### src/rtl/mmu_tlb_op_ctrl.sv
// TLB instruction sequencer: waits for the memory system to go quiet, issues one
// MMU command strobe, lets CP0 settle, then requests a refetch of the next PC.
//
// state  | meaning
// IDLE   | waiting for a TLB instruction from the pipeline
// DRAIN  | counting consecutive idle-memory cycles before execution
// EXEC   | one-cycle command strobe to the MMU mapping block
// WB     | one-cycle CP0 settle, no strobes
// FLUSH  | refetch from latched PC + 4, operation retired
module mmu_tlb_op_ctrl #(
  parameter int unsigned DRAIN_CYCLES = 2
) (
  input  logic        clk,
  input  logic        rst,
  input  logic        op_valid,
  input  logic [1:0]  op_type,
  input  logic [31:0] op_pc,
  input  logic        mem_busy,
  input  logic        flush_in,
  output logic        stall,
  output logic        is_tlbp,
  output logic        is_tlbr,
  output logic        is_tlbwi,
  output logic        redirect_ena,
  output logic [31:0] redirect_pc,
  output logic        done,
  output logic [15:0] op_count
);

  localparam int unsigned CNT_W = (DRAIN_CYCLES < 1) ? 1 : $clog2(DRAIN_CYCLES + 1);
  localparam logic [CNT_W-1:0] DRAIN_LOAD = CNT_W'(DRAIN_CYCLES);

  typedef enum logic [2:0] {
    S_IDLE,
    S_DRAIN,
    S_EXEC,
    S_WB,
    S_FLUSH
  } state_t;

  state_t            state_q, state_d;
  logic [CNT_W-1:0]  cnt_q, cnt_d;
  logic [1:0]        type_q, type_d;
  logic [31:0]       pc_q, pc_d;
  logic [15:0]       count_q, count_d;
  logic              tlbp_q, tlbp_d;
  logic              tlbr_q, tlbr_d;
  logic              tlbwi_q, tlbwi_d;
  logic              redirect_ena_q, redirect_ena_d;
  logic [31:0]       redirect_pc_q, redirect_pc_d;
  logic              done_q, done_d;
  logic              accept;

  assign accept = (state_q == S_IDLE) && op_valid && (op_type != 2'b00) && !flush_in;

  // Outputs are registered: they are computed for the state being entered.
  always_comb begin
    state_d        = state_q;
    cnt_d          = cnt_q;
    type_d         = type_q;
    pc_d           = pc_q;
    count_d        = count_q;
    tlbp_d         = 1'b0;
    tlbr_d         = 1'b0;
    tlbwi_d        = 1'b0;
    redirect_ena_d = 1'b0;
    redirect_pc_d  = 32'd0;
    done_d         = 1'b0;
    case (state_q)
      S_IDLE: begin
        if (accept) begin
          type_d  = op_type;
          pc_d    = op_pc;
          cnt_d   = DRAIN_LOAD;
          state_d = S_DRAIN;
        end
      end
      S_DRAIN: begin
        // An older flushing instruction cancels the op even on its last drain cycle.
        if (flush_in) begin
          state_d = S_IDLE;
        end else if (mem_busy) begin
          cnt_d = DRAIN_LOAD;
        end else if (cnt_q != '0) begin
          cnt_d = cnt_q - 1'b1;
        end else begin
          state_d = S_EXEC;
          tlbp_d  = (type_q == 2'b01);
          tlbr_d  = (type_q == 2'b10);
          tlbwi_d = (type_q == 2'b11);
        end
      end
      S_EXEC: begin
        state_d = S_WB;
      end
      S_WB: begin
        state_d        = S_FLUSH;
        redirect_ena_d = 1'b1;
        redirect_pc_d  = pc_q + 32'd4;
        done_d         = 1'b1;
      end
      S_FLUSH: begin
        state_d = S_IDLE;
        count_d = count_q + 16'd1;
      end
      default: begin
        state_d = S_IDLE;
      end
    endcase
  end

  always_ff @(posedge clk) begin
    if (rst) begin
      state_q        <= S_IDLE;
      cnt_q          <= '0;
      type_q         <= 2'b00;
      pc_q           <= 32'd0;
      count_q        <= 16'd0;
      tlbp_q         <= 1'b0;
      tlbr_q         <= 1'b0;
      tlbwi_q        <= 1'b0;
      redirect_ena_q <= 1'b0;
      redirect_pc_q  <= 32'd0;
      done_q         <= 1'b0;
    end else begin
      state_q        <= state_d;
      cnt_q          <= cnt_d;
      type_q         <= type_d;
      pc_q           <= pc_d;
      count_q        <= count_d;
      tlbp_q         <= tlbp_d;
      tlbr_q         <= tlbr_d;
      tlbwi_q        <= tlbwi_d;
      redirect_ena_q <= redirect_ena_d;
      redirect_pc_q  <= redirect_pc_d;
      done_q         <= done_d;
    end
  end

  assign stall        = (state_q != S_IDLE) || accept;
  assign is_tlbp      = tlbp_q;
  assign is_tlbr      = tlbr_q;
  assign is_tlbwi     = tlbwi_q;
  assign redirect_ena = redirect_ena_q;
  assign redirect_pc  = redirect_pc_q;
  assign done         = done_q;
  assign op_count     = count_q;

endmodule

### config.mk
export PLATFORM = sky130hd
export DESIGN_NAME = mmu_tlb_op_ctrl
export DESIGN_NICKNAME = d
export VERILOG_FILES = /design/src/rtl/mmu_tlb_op_ctrl.sv
export SDC_FILE = /design/constraint.sdc
export NUM_CORES = 1
export LEC_CHECK = 0
export BUFFER_PORTS_ARGS = -buffer_cell sky130_fd_sc_hd__buf_2
export CAP_MARGIN = 30
export CORE_ASPECT_RATIO = 0.7
export CORE_MARGIN = 10
export CORE_UTILIZATION = 50
export DETAILED_ROUTE_END_ITERATION = 8
export HOLD_SLACK_MARGIN = 0.08
export PLACE_DENSITY = 0.76
export RECOVER_POWER = 25
export SETUP_SLACK_MARGIN = 0.15
export SYNTH_ARGS = -nofsm -noshare
export SYNTH_HDL_FRONTEND = slang
export SYNTH_SLANG_ARGS = --single-unit
export TNS_END_PERCENT = 10
### constraint.sdc
create_clock -name clk -period 2.3 [get_ports clk]
set_input_delay 0.345 -clock clk [delete_from_list [all_inputs] [get_ports clk]]
set_output_delay 0.345 -clock clk [all_outputs]
set_load 0.05 [all_outputs]
==> flow_metrics.tcl <==
set metrics [dict create \
    multiInputGateArea_um2 1800 \
    outcome "completed" \
    tightestPinTransition_ns 0.663 \
    met3_length_um 689 \
    synth_most_common_cell "dfxtp_1" \
    r2r_start "pc_q[4]$_SDFFE_PP0P_" \
    async_reset_ff_frac 0 \
    register_area_um2 1820 \
    startpoint_type "flip-flop" \
    die_y_um 92.8 \
    finalCriticalPeriod_ns 1.97 \
    drt-initial-drc-count 167 \
    grt-ovfl-total 0 \
    wl_um 9270 \
    final_nets 533 \
    via_count 3193 \
    yosysTopAreaCellShare 0.481 \
    maxSlewViolCount 0 \
    drive_above_1_share 0.192 \
    critPathLaunch "pc_q[4]$_SDFFE_PP0P_" \
    max_freq_mhz 507 \
    synth_edf_count 0 \
    power.total_uw 2950 \
    grt_pass1_vias 3172 \
    area_growth_pct 18.0 \
    cts_tree "built" \
    final_antenna_net_count 0 \
    grtUsageTotal 0.159 \
    dp_hpwl_um 6780 \
    ys_seq_elements 91 \
    skew_ns 0.0103 \
    hold_buffers 0 \
    wl_per_cell_um 15.6 \
    synth_area_leaders "dfxtp_1 (48%), mux2i_1 (9.5%), nor2_1 (6.4%)" \
    cts_buffers 9 \
    cap_violations 0 \
    hold_violations 0 \
    layout.cells.non_filler 594 \
    cts.repair.resized 0 \
    syn-instance-count 407 \
    post-cts-setup-buffers 0 \
    yosysWarnings 0 \
    rows 26 \
    slew_headroom 0.558 \
    dp_cells 578 \
    seq_area_frac_synth 0.481 \
    setup-violations-final 0 \
    place.port_buffers 92 \
    cts.sink_count 91 \
    htree_levels 3 \
    synth.largest_area_cell "dfxtp_1" \
    avgSynthCellArea_um2 9.30 \
    crit_type "flip-flop to flip-flop" \
    route.met2.wl_um 4140 \
    hold_path_class "input pin to flip-flop" \
    endpoint "redirect_pc[24]$_SDFF_PP0_" \
    fill_cells 637 \
    highest_layer "met4" \
    cts_max_path_buffers 2 \
    clock_latency_ns 0.35 \
    grt_max_degree 34 \
    dr.pass1.iters 4 \
    required_ns 2.57 \
    path_clk_slew_ns 0.09 \
    ioPinCount 93 \
    place_ws_ns 0.374 \
    synth_common_cells "dfxtp_1 (91), nor2_1 (65), mux2i_1 (36)" \
    vdd_drop_max_mv 0.346 \
    power.static_leakage_uw 0.00170 \
    met1_length_um 4310 \
    coreArea_um2 7320 \
    reg2reg_slack_ns 0.33 \
    rsz0062_at_grt "no" \
    rr_worst_depth 5 \
    synth_cell_types 44 \
    fin_ws_ns 0.326 \
    synth_fp_nets 449 \
    place_congestion 0.837 \
    r2r_end "redirect_pc[24]$_SDFF_PP0_" \
    synth_flop_cell "dfxtp_1" \
    critPathArrivalTime_ns 2.25 \
    die-area_um2 11500 \
    cts_root_buf "clkbuf_8" \
    crit_path_max_fanout 15 \
    viasPerCell 5.38 \
    dieWidth_um 124 \
    min_period_over_period 0.858 \
    endpoint_kind "flip-flop" \
    syn_area_um2 3780 \
    grt_first_pass_wirelength_um 14900 \
    diodes 0 \
    start_util 0.517 \
    antenna_found_initial 0 \
    setup_tns_ns 0 \
    drcViolationCount 0 \
    p_per_area_nw_per_um2 662 \
]
## cell families after synthesis
| kind of cell | Yosys count | share of synthesized area |
|---|---|---|
| simple gates | 173 | 0.240 |
| flops | 91 | 0.481 |
| compound gates | 47 | 0.0764 |
| mux | 38 | 0.101 |
| buf+inv | 35 | 0.0450 |
| xor+xnor | 20 | 0.0463 |
| fa+ha+maj | 3 | 0.00992 |
## routing by layer
| metal | vias up | global-route usage |
|---|---|---|
| li1 | 1592 | - |
| met1 | 1507 | 0.199 |
| met2 | 81 | 0.250 |
| met3 | 13 | 0.0570 |
| met4 | 0 | 0.0535 |
| met5 | - | 0 |
## layout make-up
type,instances,area share
Clock buffer,11,0.0339
Timing Repair Buffer,98,0.106
Inverter,10,0.00841
Clock inverter,5,0.0135
Tap cell,98,0.0275
Multi-Input combinational cell,281,0.403
Sequential cell,91,0.408
## worst min-delay path by stage
| stage | startpoint | end | slack [ns] | depth (start not counted) |
|---|---|---|---|---|
| after CTS | op_pc[2] | pc_q[2]$_SDFFE_PP0P_ | 0.21 | 3 |
| after detailed placement | type_q[1]$_SDFFE_PP0P_ | is_tlbp$_SDFF_PP0_ | 0.44 | 1 |
| after floorplan | type_q[1]$_SDFFE_PP0P_ | is_tlbp$_SDFF_PP0_ | 0.42 | 1 |
| final | op_pc[2] | pc_q[2]$_SDFFE_PP0P_ | 0.22 | 3 |
| after global routing | op_pc[18] | pc_q[18]$_SDFFE_PP0P_ | 0.23 | 3 |
| after global placement | pc_q[1]$_SDFFE_PP0P_ | redirect_pc[1]$_SDFF_PP0_ | 0.44 | 1 |
## worst max-delay path, cell delays in order, from the launching register on
cell,delay [ns]
dfxtp_1,0.43
and4_1,0.43
nand4_1,0.15
buf_4,0.21
or4_1,0.51
a21oi_1,0.16
## power breakdown
group	switching, uW	internal, uW
combinational	103	90.3
clock	549	565
sequential	39.8	1610
total	692	2260
## state kept, by name, summed over array words and instances, names as in the netlist
| signal | flops |
|---|---|
| done | 1 |
| is_tlbr | 1 |
| is_tlbp | 1 |
| is_tlbwi | 1 |
| pc_q | 32 |
| type_q | 2 |
| cnt_q | 2 |
| state_q | 3 |
| op_count | 16 |
| redirect_pc | 32 |
## cell usage in the layout (no fill, tap or decap), types with 3 or more instances in the layout
master,instances
clkbuf_1,34
or3_1,7
mux2i_1,36
o21a_1,5
and2_1,8
xnor2_1,7
xor2_1,13
buf_2,58
nand4_1,12
a31o_2,3
nand3_1,18
and3_1,6
clkbuf_8,11
and4_1,7
nand2b_1,3
a21oi_1,20
ha_1,3
o21ai_0,7
buf_4,4
nand2_1,16
nor2_1,65
or4_1,9
nor3_1,5
o31ai_1,9
inv_1,10
dfxtp_1,91
## metrics by stage
step                 util  hold slack (ns)  instance area [um2]
detailed placement  0.587            0.438                 4300
CTS                 0.616            0.212                 4510
floorplan               -            0.415                 3780
finish              0.610            0.220                 4460
global route        0.610            0.226                 4460
global placement    0.587            0.436                 4300
Note: power is estimated with default switching activity, not from simulation.
